$ cat src/rtl/alu_ctrl_pkg.sv
// Shared encodings for the ALU control stage: MIPS opcode/funct fields,
// ALU operation codes and the sequencer state type.
package alu_ctrl_pkg;

  localparam logic [5:0] OPC_RTYPE  = 6'b000000;
  localparam logic [5:0] OPC_REGIMM = 6'b000001;
  localparam logic [5:0] OPC_J      = 6'b000010;
  localparam logic [5:0] OPC_JAL    = 6'b000011;
  localparam logic [5:0] OPC_BEQ    = 6'b000100;
  localparam logic [5:0] OPC_BNE    = 6'b000101;
  localparam logic [5:0] OPC_BLEZ   = 6'b000110;
  localparam logic [5:0] OPC_BGTZ   = 6'b000111;
  localparam logic [5:0] OPC_ADDI   = 6'b001000;
  localparam logic [5:0] OPC_SLTI   = 6'b001010;
  localparam logic [5:0] OPC_SLTIU  = 6'b001011;
  localparam logic [5:0] OPC_ANDI   = 6'b001100;
  localparam logic [5:0] OPC_ORI    = 6'b001101;
  localparam logic [5:0] OPC_XORI   = 6'b001110;
  localparam logic [5:0] OPC_MUL    = 6'b011100;
  localparam logic [5:0] OPC_LB     = 6'b100000;
  localparam logic [5:0] OPC_LH     = 6'b100001;
  localparam logic [5:0] OPC_LW     = 6'b100011;
  localparam logic [5:0] OPC_SB     = 6'b101000;
  localparam logic [5:0] OPC_SH     = 6'b101001;
  localparam logic [5:0] OPC_SW     = 6'b101011;

  localparam logic [5:0] FN_SLL  = 6'b000000;
  localparam logic [5:0] FN_SRL  = 6'b000010;
  localparam logic [5:0] FN_SRA  = 6'b000011;
  localparam logic [5:0] FN_JR   = 6'b001000;
  localparam logic [5:0] FN_ADD  = 6'b100000;
  localparam logic [5:0] FN_SUB  = 6'b100010;
  localparam logic [5:0] FN_AND  = 6'b100100;
  localparam logic [5:0] FN_OR   = 6'b100101;
  localparam logic [5:0] FN_XOR  = 6'b100110;
  localparam logic [5:0] FN_NOR  = 6'b100111;
  localparam logic [5:0] FN_SLT  = 6'b101010;
  localparam logic [5:0] FN_SLTU = 6'b101011;

  localparam logic [3:0] ALU_ADD  = 4'd0;
  localparam logic [3:0] ALU_SUB  = 4'd1;
  localparam logic [3:0] ALU_MUL  = 4'd2;
  localparam logic [3:0] ALU_AND  = 4'd3;
  localparam logic [3:0] ALU_OR   = 4'd4;
  localparam logic [3:0] ALU_NOR  = 4'd5;
  localparam logic [3:0] ALU_XOR  = 4'd6;
  localparam logic [3:0] ALU_SLL  = 4'd7;
  localparam logic [3:0] ALU_SRL  = 4'd8;
  localparam logic [3:0] ALU_SLT  = 4'd9;
  localparam logic [3:0] ALU_SRA  = 4'd10;
  localparam logic [3:0] ALU_SLTU = 4'd11;

  typedef enum logic [0:0] {
    IDLE     = 1'b0,
    MUL_WAIT = 1'b1
  } state_e;

endpackage

$ cat src/rtl/alu_op_sequencer_if.sv
// Instruction-field / ALU-control bundle between the ID stage (master)
// and the ALU op sequencer (slave).
interface alu_op_sequencer_if #(
  parameter int unsigned OP_W = 4
);
  logic            InValid;
  logic [5:0]      Opcode;
  logic [5:0]      Funct;
  logic [4:0]      RtField;
  logic            Flush;
  logic [OP_W-1:0] ALUControl;
  logic            OutValid;
  logic            IsMul;
  logic            Illegal;
  logic            Stall;

  modport master (
    output InValid, Opcode, Funct, RtField, Flush,
    input  ALUControl, OutValid, IsMul, Illegal, Stall
  );

  modport slave (
    input  InValid, Opcode, Funct, RtField, Flush,
    output ALUControl, OutValid, IsMul, Illegal, Stall
  );
endinterface

$ cat src/rtl/alu_decode.sv
// Combinational MIPS opcode/funct/rt decoder producing an ALU op code;
// undecodable encodings yield ALU_ADD with illegal set, never X.
module alu_decode
  import alu_ctrl_pkg::*;
#(
  parameter int unsigned EXT_OPS = 1
) (
  input  logic [5:0] opcode,
  input  logic [5:0] funct,
  input  logic [4:0] rt_field,
  output logic [3:0] op,
  output logic       is_mul,
  output logic       illegal
);

  always_comb begin
    op      = ALU_ADD;
    is_mul  = 1'b0;
    illegal = 1'b0;
    if (opcode == OPC_RTYPE) begin
      case (funct)
        FN_ADD, FN_JR: op = ALU_ADD;
        FN_SUB:        op = ALU_SUB;
        FN_AND:        op = ALU_AND;
        FN_OR:         op = ALU_OR;
        FN_NOR:        op = ALU_NOR;
        FN_XOR:        op = ALU_XOR;
        FN_SLL:        op = ALU_SLL;
        FN_SRL:        op = ALU_SRL;
        FN_SLT:        op = ALU_SLT;
        FN_SRA:        if (EXT_OPS != 0) op = ALU_SRA;  else illegal = 1'b1;
        FN_SLTU:       if (EXT_OPS != 0) op = ALU_SLTU; else illegal = 1'b1;
        default:       illegal = 1'b1;
      endcase
    end else begin
      case (opcode)
        OPC_ADDI, OPC_LW, OPC_LH, OPC_LB,
        OPC_SW, OPC_SH, OPC_SB, OPC_J, OPC_JAL: op = ALU_ADD;
        OPC_MUL: begin
          op     = ALU_MUL;
          is_mul = 1'b1;
        end
        OPC_BEQ, OPC_BNE, OPC_BLEZ, OPC_BGTZ: op = ALU_SUB;
        // bltz (rt=0) and bgez (rt=1); any other rt is illegal
        OPC_REGIMM: if (rt_field == 5'd0 || rt_field == 5'd1) op = ALU_SUB;
                    else illegal = 1'b1;
        OPC_ANDI:  op = ALU_AND;
        OPC_ORI:   op = ALU_OR;
        OPC_XORI:  op = ALU_XOR;
        OPC_SLTI:  op = ALU_SLT;
        OPC_SLTIU: if (EXT_OPS != 0) op = ALU_SLTU; else illegal = 1'b1;
        default:   illegal = 1'b1;
      endcase
    end
  end

endmodule

$ cat src/rtl/alu_op_sequencer.sv
// ID/EX ALU control stage: registers the decoded op and stalls upstream
// while a multi-cycle multiply occupies EX.
module alu_op_sequencer
  import alu_ctrl_pkg::*;
#(
  parameter int unsigned OP_W       = 4,
  parameter int unsigned MUL_CYCLES = 3,
  parameter int unsigned EXT_OPS    = 1
) (
  input  logic          Clk,
  input  logic          Reset,
  alu_op_sequencer_if.slave bus
);

  localparam logic [3:0] CNT_LOAD = 4'(MUL_CYCLES - 1);

  logic [3:0]      dec_op;
  logic            dec_is_mul;
  logic            dec_illegal;

  state_e          state_q, state_d;
  logic [3:0]      cnt_q, cnt_d;
  logic [OP_W-1:0] alu_ctrl_q, alu_ctrl_d;
  logic            out_valid_q, out_valid_d;
  logic            is_mul_q, is_mul_d;
  logic            illegal_q, illegal_d;

  alu_decode #(.EXT_OPS(EXT_OPS)) u_decode (
    .opcode   (bus.Opcode),
    .funct    (bus.Funct),
    .rt_field (bus.RtField),
    .op       (dec_op),
    .is_mul   (dec_is_mul),
    .illegal  (dec_illegal)
  );

  always_comb begin
    state_d     = state_q;
    cnt_d       = cnt_q;
    alu_ctrl_d  = alu_ctrl_q;
    out_valid_d = out_valid_q;
    is_mul_d    = is_mul_q;
    illegal_d   = illegal_q;
    if (bus.Flush) begin
      state_d     = IDLE;
      cnt_d       = '0;
      alu_ctrl_d  = '0;
      out_valid_d = 1'b0;
      is_mul_d    = 1'b0;
      illegal_d   = 1'b0;
    end else begin
      case (state_q)
        IDLE: begin
          if (bus.InValid) begin
            alu_ctrl_d  = OP_W'(dec_op);
            out_valid_d = 1'b1;
            is_mul_d    = dec_is_mul;
            illegal_d   = dec_illegal;
            if (dec_is_mul && (MUL_CYCLES > 1)) begin
              state_d = MUL_WAIT;
              cnt_d   = CNT_LOAD;
            end
          end else begin
            out_valid_d = 1'b0;
          end
        end
        MUL_WAIT: begin
          // Exit on cnt==1 leaves cnt at 0, so it can never wrap.
          cnt_d = cnt_q - 4'd1;
          if (cnt_q == 4'd1) state_d = IDLE;
        end
        default: state_d = IDLE;
      endcase
    end
  end

  always_ff @(posedge Clk) begin
    if (Reset) begin
      state_q     <= IDLE;
      cnt_q       <= '0;
      alu_ctrl_q  <= '0;
      out_valid_q <= 1'b0;
      is_mul_q    <= 1'b0;
      illegal_q   <= 1'b0;
    end else begin
      state_q     <= state_d;
      cnt_q       <= cnt_d;
      alu_ctrl_q  <= alu_ctrl_d;
      out_valid_q <= out_valid_d;
      is_mul_q    <= is_mul_d;
      illegal_q   <= illegal_d;
    end
  end

  assign bus.ALUControl = alu_ctrl_q;
  assign bus.OutValid   = out_valid_q;
  assign bus.IsMul      = is_mul_q;
  assign bus.Illegal    = illegal_q;
  assign bus.Stall      = (state_q == MUL_WAIT);

endmodule

$ cat src/flat_wrapper.sv
// flat-port wrapper written by rule: the top's interface ports become plain ports
module alu_op_sequencer_flat import alu_ctrl_pkg::*;
#(
  parameter int unsigned OP_W       = 4,
  parameter int unsigned MUL_CYCLES = 3,
  parameter int unsigned EXT_OPS    = 1
)
  (Clk, Reset, bus_InValid, bus_Opcode, bus_Funct, bus_RtField, bus_Flush, bus_ALUControl, bus_OutValid, bus_IsMul, bus_Illegal, bus_Stall);
  alu_op_sequencer_if #(.OP_W(OP_W)) bus_i ();
  input  logic Clk;
  input  logic Reset;
  input wire logic [$bits(bus_i.InValid)-1:0] bus_InValid;
  input wire logic [$bits(bus_i.Opcode)-1:0] bus_Opcode;
  input wire logic [$bits(bus_i.Funct)-1:0] bus_Funct;
  input wire logic [$bits(bus_i.RtField)-1:0] bus_RtField;
  input wire logic [$bits(bus_i.Flush)-1:0] bus_Flush;
  output wire logic [$bits(bus_i.ALUControl)-1:0] bus_ALUControl;
  output wire logic [$bits(bus_i.OutValid)-1:0] bus_OutValid;
  output wire logic [$bits(bus_i.IsMul)-1:0] bus_IsMul;
  output wire logic [$bits(bus_i.Illegal)-1:0] bus_Illegal;
  output wire logic [$bits(bus_i.Stall)-1:0] bus_Stall;
  assign bus_i.InValid = bus_InValid;
  assign bus_i.Opcode = bus_Opcode;
  assign bus_i.Funct = bus_Funct;
  assign bus_i.RtField = bus_RtField;
  assign bus_i.Flush = bus_Flush;
  assign bus_ALUControl = bus_i.ALUControl;
  assign bus_OutValid = bus_i.OutValid;
  assign bus_IsMul = bus_i.IsMul;
  assign bus_Illegal = bus_i.Illegal;
  assign bus_Stall = bus_i.Stall;
  alu_op_sequencer #(.OP_W(OP_W), .MUL_CYCLES(MUL_CYCLES), .EXT_OPS(EXT_OPS)) u_core (.Clk(Clk), .Reset(Reset), .bus(bus_i));
endmodule
$ cat config.mk
export PLATFORM = sky130hd
export DESIGN_NAME = alu_op_sequencer_flat
export DESIGN_NICKNAME = d
export VERILOG_FILES = /design/src/rtl/alu_ctrl_pkg.sv /design/src/rtl/alu_op_sequencer_if.sv /design/src/rtl/alu_decode.sv /design/src/rtl/alu_op_sequencer.sv /design/src/flat_wrapper.sv
export SDC_FILE = /design/constraint.sdc
export NUM_CORES = 1
export LEC_CHECK = 0
export CELL_PAD_IN_SITES_DETAIL_PLACEMENT = 1
export CELL_PAD_IN_SITES_GLOBAL_PLACEMENT = 1
export CORE_ASPECT_RATIO = 1.5
export CORE_MARGIN = 4
export CORE_UTILIZATION = 34
export CTS_BUF_LIST = sky130_fd_sc_hd__clkbuf_4 sky130_fd_sc_hd__clkbuf_8
export CTS_CLUSTER_DIAMETER = 200
export DETAILED_ROUTE_END_ITERATION = 10
export GPL_TIMING_DRIVEN = 0
export PLACE_DENSITY_LB_ADDON = 0.1
export REMOVE_ABC_BUFFERS = 1
export SYNTH_ARGS = -nofsm -noshare
export SYNTH_HDL_FRONTEND = slang
export SYNTH_SLANG_ARGS = --single-unit
$ cat constraint.sdc
create_clock -name Clk -period 1.81 [get_ports Clk]
set_input_delay 0.181 -clock Clk [delete_from_list [all_inputs] [get_ports Clk]]
set_output_delay 0.181 -clock Clk [all_outputs]
set_load 0.01 [all_outputs]
==> results of run 1 <==
state kept, by name, indices dropped and copies added, names as in the netlist:
| name | count |
|---|---|
| u_core.bus.ALUControl | 4 |
| u_core.bus.Illegal | 1 |
| u_core.bus.OutValid | 1 |
| u_core.bus.Stall | 1 |
| u_core.cnt_q | 4 |
| u_core.bus.IsMul | 1 |
how the worst max path moves through the flow:
stage | end | slack, ps | cells after the start
floorplan | u_core.bus.Illegal | 170 | 5
global placement | u_core.bus.Illegal | -640 | 5
detailed placement | u_core.bus.Illegal | -650 | 5
CTS | u_core.bus.ALUControl[2] | 5 | 6
global route | u_core.bus.ALUControl[2] | -30 | 6
finish | u_core.bus.ALUControl[2] | 70 | 6
layer usage:
metal | vias to the layer above | track usage (%) | wire (um)
met5 | - | 0 | 0
met4 | 0 | 5.25 | 39
li1 | 523 | - | -
met2 | 16 | 37.0 | 1820
met3 | 5 | 3.07 | 105
met1 | 512 | 16.4 | 1010
timing repair:
action	4_1_cts	5_1_grt
pin swaps	1	0
gates resized for setup	22	9
setup buffers	1	1
endpoints found under the setup margin	5	3
tightest hold or removal path: cells and delay by family:
family          cells  cell delay [ps]
buf+inv             1              190
compound gates      2              250
per-stage QoR:
stage,instance area (sq um),util (%),setup WS (ps)
after global routing,1320,48.8,-31.4
final,1320,48.8,71.3
after floorplan,911,-,170
after detailed placement,1230,45.4,-651
after CTS,1310,48.6,5.12
after global placement,1230,45.4,-642
kinds of logic (layout without fill, tap and decap cells):
kind of cell / Yosys count / count (layout)
AO/OA/AOI/OAI: 43 / 43
flip-flops: 12 / 12
AND/OR/NAND/NOR: 52 / 52
multiplexers: 1 / 1
adder cells (fa/ha/maj): 2 / 2
XOR/XNOR: 3 / 3
buffers and inverters: 16 / 39
cell type report:
cell class              instances  area, sq um  share of cell area [%]
clock buffers                   4         55.1                    4.17
inverters                       6         22.5                    1.71
multi-input cells             101          694                    52.6
flip-flops and latches         12          240                    18.2
well taps                      37         46.3                    3.51
repair buffers                 29          262                    19.8
cell usage in the layout (no fill, tap or decap), types with 2 or more instances in the layout:
master            n
clkbuf_8          4
or2_2             2
dfxtp_1          12
nor4_1            3
clkdlybuf4s50_1  15
o21ai_0           6
nand2b_1          5
a211o_1           2
nand2_1           8
or4_1             4
nor2_1            9
xnor2_1           3
dlygate4sd2_1     8
a31oi_1           2
buf_4             2
a211oi_1          2
ha_1              2
nor3_1            2
clkbuf_2          2
a21oi_1          15
o211ai_1          3
a221oi_1          3
or4_4             2
o32a_1            2
inv_1             6
nor2b_1           8
power by group through the flow:
stage	Sequential (W)	Clock (W)	Combinational, W
after floorplan	0.000278	0	0.0000631
after global placement	0.000276	0	0.000155
after detailed placement	0.000276	0	0.000158
after CTS	0.000271	0.000300	0.000158
after global routing	0.000271	0.000309	0.000175
final	0.000271	0.000291	0.000159
==> flow_summary.ini, run 1 <==
[grt]
grt_max_degree = 13
grt_pass1_vias = 1170
grt_pass1_wl_um = 5220
grt_overflow_total = 0
grt_usage_pct = 17.7
antenna_found_initial = 0

[clock_network]
path_clk_slew_ps = 50
holdBufCountCts = 0
htreeDepth = 1
clk_latency_ps = 240
cts.path.max_buffers = 2
cts_tree = done
root_buffer = clkbuf_8
numCtsBuffers = 3
cts_sinks = 12

[placement]
io_buffers = 27
place_congestion = 0.738
placed_cells = 183
place_hpwl_um = 2340

[power_and_ir_drop]
p_sw_w = 0.000188
pwr-share-comb_pct = 22.1
share_seq_of_total_power_pct = 37.6
intPower_w = 0.000533
p_per_area_mw_per_mm2 = 546
p_sw_share_pct = 26.1
cellLeakagePower_nw = 0.443
peakVddDrop_uv = 401
p_total_w = 0.000721
clockPowerShare_pct = 40.4

[yosys]
netlist_top_cells_count = 15 x a21oi_1, 12 x dfxtp_1, 9 x nor2_1, 9 x nor2b_1, 8 x nand2_1
yosys.area.top_type = dfxtp_1
syn_inst = 129
netlist.area_leader.share_pct = 25.0
synth-compound-area-share_pct = 30.2
async_reset_ff_share_pct = 0
synthAdderAreaFrac_pct = 2.60
synthSimpleGateAreaFrac_pct = 30.8
yosysMostFrequentCell = a21oi_1
ys_seq_elements = 12
synth_area_sq_um = 962
yosysWarnings = 0
synth_top_family_by_area = simple AND/OR/NAND/NOR gates
synthMuxAreaShare_pct = 1.04
ys_seq_area_share_pct = 25.0
synth_xor_xnor_area_share_pct = 2.73
synth_cell_type_count = 40
ys.flop_type = dfxtp_1
postSynthAreaPerCell_sq_um = 7.46
synth_edf_count = 0
synth_area_leaders = dfxtp_1 25%, a21oi_1 7.8%, nor2b_1 5.9%, or4_1 4.7%, nor2_1 3.5%

[final_layout]
fillCellCount = 352
layout-drive-gt1-share_pct = 12.5
n_antenna_cell = 0
final_nets = 176
area_growth_pct = 37.2
fin_cells = 189

[drt]
vias_per_cell = 5.59
drt_iter0_drc = 9
antenna_left = 0
wirelength_um = 2970
num_vias = 1056
dr.pass1.iters = 2
drc_errors = 0
wl_per_cell_um = 15.7

[setup_path]
crit_path_end_kind = register
slowest_delay_ps = 570
reg2reg_depth = 5
path_buf_inv = 1
startpoint = bus_Funct[0]
cp.arrival_ps = 1910
cpMostUsedCell = a21oi_1
r2r_slack_ps = 140
cpMaxStageDelayCell = or4_4
reg2reg_to = u_core.bus.Illegal
critPathTopFamily = simple AND/OR/NAND/NOR gates
criticalPathCategory = input pin to register
worstSetupStartpointType = input pin
r2r-start = u_core.bus.Stall
crit_required_ps = 1990
cp_max_fo = 12
worstPathCellList = clkdlybuf4s15_2, or4_4, a211oi_4, a21oi_1, or4_1, a21oi_1

[run_status]
outcome = finished, final reports clean

[timing]
slew_viol_final = 0
hold_viol_final = 0
fin_crit_ps = 1740
rsz0062_at_grt = true
tightest_slew_ps = 450
setup_viol = 0
final.setup_skew_ps = 1.83
max_freq_mhz = 575
final.setup.tns_ps = 0
fin_crit_sh_pct = 96.1
relSlewSlack_pct = 69.7
hold_slack_ps = 421

[hold_path]
min_path_type = input pin to register
hp-start = bus_Opcode[1]
hold_end = u_core.bus.ALUControl[1]
hold-path-cell-count = 3

[die]
dieWidth_um = 51.4
core_area_sq_mm = 0.00271
ios = 29
start_util_pct = 35.6
fp-row-count = 23
die_h_um = 73.2
dieArea_sq_mm = 0.00376

[run]
cap_viol_max_count = 0
Note: power is estimated with default switching activity, not from simulation.
==> run 2: changes to the inputs <==
SYNTH_HIERARCHICAL = 1   (was not set)
==> flow_summary.ini, run 2 <==
[grt]
grt_pass1_vias = 976
grt_overflow_total = 0
antenna_found_initial = 0
grt_usage_pct = 15.2
grt_max_degree = 13
grt_pass1_wl_um = 4420

[timing]
tightest_slew_ps = 445
fin_ws_ps = 111
hold_slack_ps = 490
fin_crit_sh_pct = 93.8
setup_viol = 0
final.setup.tns_ps = 0
fin_crit_ps = 1700
hold_viol_final = 0
relSlewSlack_pct = 70.1
slew_viol_final = 0
max_freq_mhz = 589
final.setup_skew_ps = 0.528

[yosys]
synth_top_family_by_area = simple AND/OR/NAND/NOR gates
yosys.area.top_type = dfxtp_1
synthSimpleGateAreaFrac_pct = 29.0
postSynthAreaPerCell_sq_um = 7.97
netlist.area_leader.share_pct = 25.8
synth-compound-area-share_pct = 23.4
ys_seq_area_share_pct = 25.8
yosysWarnings = 6
synth_xor_xnor_area_share_pct = 1.88
synth_cell_type_count = 44
async_reset_ff_share_pct = 0
synthMuxAreaShare_pct = 8.59
ys_seq_elements = 12
synth_edf_count = 0
synth_area_leaders = dfxtp_1 26%, mux2i_1 8.6%, a21oi_1 4.8%, nor2_1 4.8%, nand3b_1 4.0%
ys.flop_type = dfxtp_1
netlist_top_cells_count = 12 x dfxtp_1, 12 x nor2_1, 9 x a21oi_1
synth_area_sq_um = 932
synthAdderAreaFrac_pct = 2.68
syn_inst = 117

[drt]
drt_iter0_drc = 12
vias_per_cell = 5.38
num_vias = 942
drc_errors = 0
wl_per_cell_um = 14.7
antenna_left = 0
dr.pass1.iters = 4
wirelength_um = 2570

[final_layout]
final_cell_mix = 16 x clkdlybuf4s50_1, 12 x nor2_1, 12 x dfxtp_1
final_common_cell = clkdlybuf4s50_1
fin_area_sq_mm = 0.00126
final_nets = 162
layout-drive-gt1-share_pct = 12.3
area_growth_pct = 35.0
n_antenna_cell = 0
fillCellCount = 341

[placement]
placed_cell_area_sq_mm = 0.00119
place_hpwl_um = 2000
io_buffers = 27
place_congestion = 0.800
dpl_worst_slack_ps = -588

[setup_path]
criticalPathCategory = input pin to register
reg2reg_depth = 3
crit_path_end_kind = register
worstSetupStartpointType = input pin
cp.arrival_ps = 1870
cp_max_fo = 8
crit_required_ps = 1980

[die]
dieWidth_um = 50.8
ios = 29
core_area_sq_mm = 0.00265
dieArea_sq_mm = 0.00366
start_util_pct = 35.2
die_h_um = 72.1
fp-row-count = 23

[clock_network]
htreeDepth = 1
cts_tree = done
cts_setup_buffers = 0
numCtsBuffers = 3
clk_latency_ps = 240
root_buffer = clkbuf_8
path_clk_slew_ps = 50
cts.path.max_buffers = 2
cts_sinks = 12

[power_and_ir_drop]
p_per_area_mw_per_mm2 = 551
cellLeakagePower_nw = 0.443
peakVddDrop_uv = 533

[hold_path]
hold-path-cell-count = 2
min_path_type = register to register

[run]
cap_viol_max_count = 0

[run_status]
outcome = finished, final reports clean
## run 2: changes by cell type in the layout (fill, tap and decap cells not counted), sizes merged, moves of 3 or more
| cell | before | now |
|---|---|---|
| a21oi | 15 | 10 |
| a221oi | 3 | 0 |
| buf | 3 | 0 |
| mux2i | 1 | 8 |
| nand2 | 8 | 3 |
| nand3b | 1 | 5 |
| nor2 | 9 | 12 |
| nor2b | 9 | 2 |
| xnor2 | 3 | 0 |
## run 2: metal layers
metal	share of wire, %	wire (um)	track usage, %	vias to the layer above
met2	53	1370	27.9	20
met3	4.6	119	3.29	4
met5	0	0	0	-
li1	-	-	-	474
met1	41	1060	16.8	444
met4	0.89	23	5.39	0
## run 2: cell families (layout without fill, tap and decap cells)
| family | Yosys count | count (layout) |
|---|---|---|
| compound gates | 32 | 32 |
| xor+xnor | 2 | 2 |
| fa+ha+maj | 2 | 2 |
| buf+inv | 15 | 36 |
| flops | 12 | 12 |
| mux | 8 | 8 |
| simple gates | 46 | 46 |
## run 2: path summary, 6_finish.rpt
check                      startpoint                       end  slack, ps
setup / recovery         bus_Funct[0]  u_core/bus.ALUControl[2]        110
hold / removal    u_core/bus.OutValid       u_core/bus.OutValid        490
setup reg to reg     u_core/bus.Stall  u_core/bus.ALUControl[1]        530
hold reg to reg   u_core/bus.OutValid       u_core/bus.OutValid        490
## run 2: cell type report
type	count	area, sq um	share of cell area [%]
Inverter	5	18.8	1.49
Tap cell	37	46.3	3.68
Clock buffer	4	55.1	4.37
Multi-Input combinational cell	90	649	51.6
Timing Repair Buffer	27	249	19.8
Sequential cell	12	240	19.1
## run 2: critical path, stage by stage
cell           delay, ps
dlygate4sd2_1        320
or4_1                600
a2111oi_4            320
a31oi_1              100
nor3_2               160
mux2i_1              100
nor2_1               100
## run 2: metrics by stage
| stage | power (W) | instances | util (%) |
|---|---|---|---|
| 2_1_floorplan | 0.000331 | 107 | - |
| 3_3_place_gp | 0.000413 | 171 | 44.8 |
| 3_5_place_dp | 0.000416 | 171 | 44.8 |
| 4_1_cts | 0.000706 | 175 | 47.0 |
| 5_1_grt | 0.000737 | 175 | 47.5 |
| 6_report | 0.000694 | 175 | 47.5 |
## run 2: repair_timing
action / in CTS / in global routing
endpoints found under the setup margin: 3 / 3
hold buffers: 0 / 0
pin swaps: 1 / 0
gates cloned: 0 / 0
gates resized for setup: 14 / 10
## run 2: power breakdown
group | leakage [nW] | internal [W] | switching, W
clock | 0.0288 | 0.000192 | 0.0000965
sequential | 0.0970 | 0.000267 | 0.00000181
combinational | 0.318 | 0.0000640 | 0.0000723
total | 0.443 | 0.000523 | 0.000171
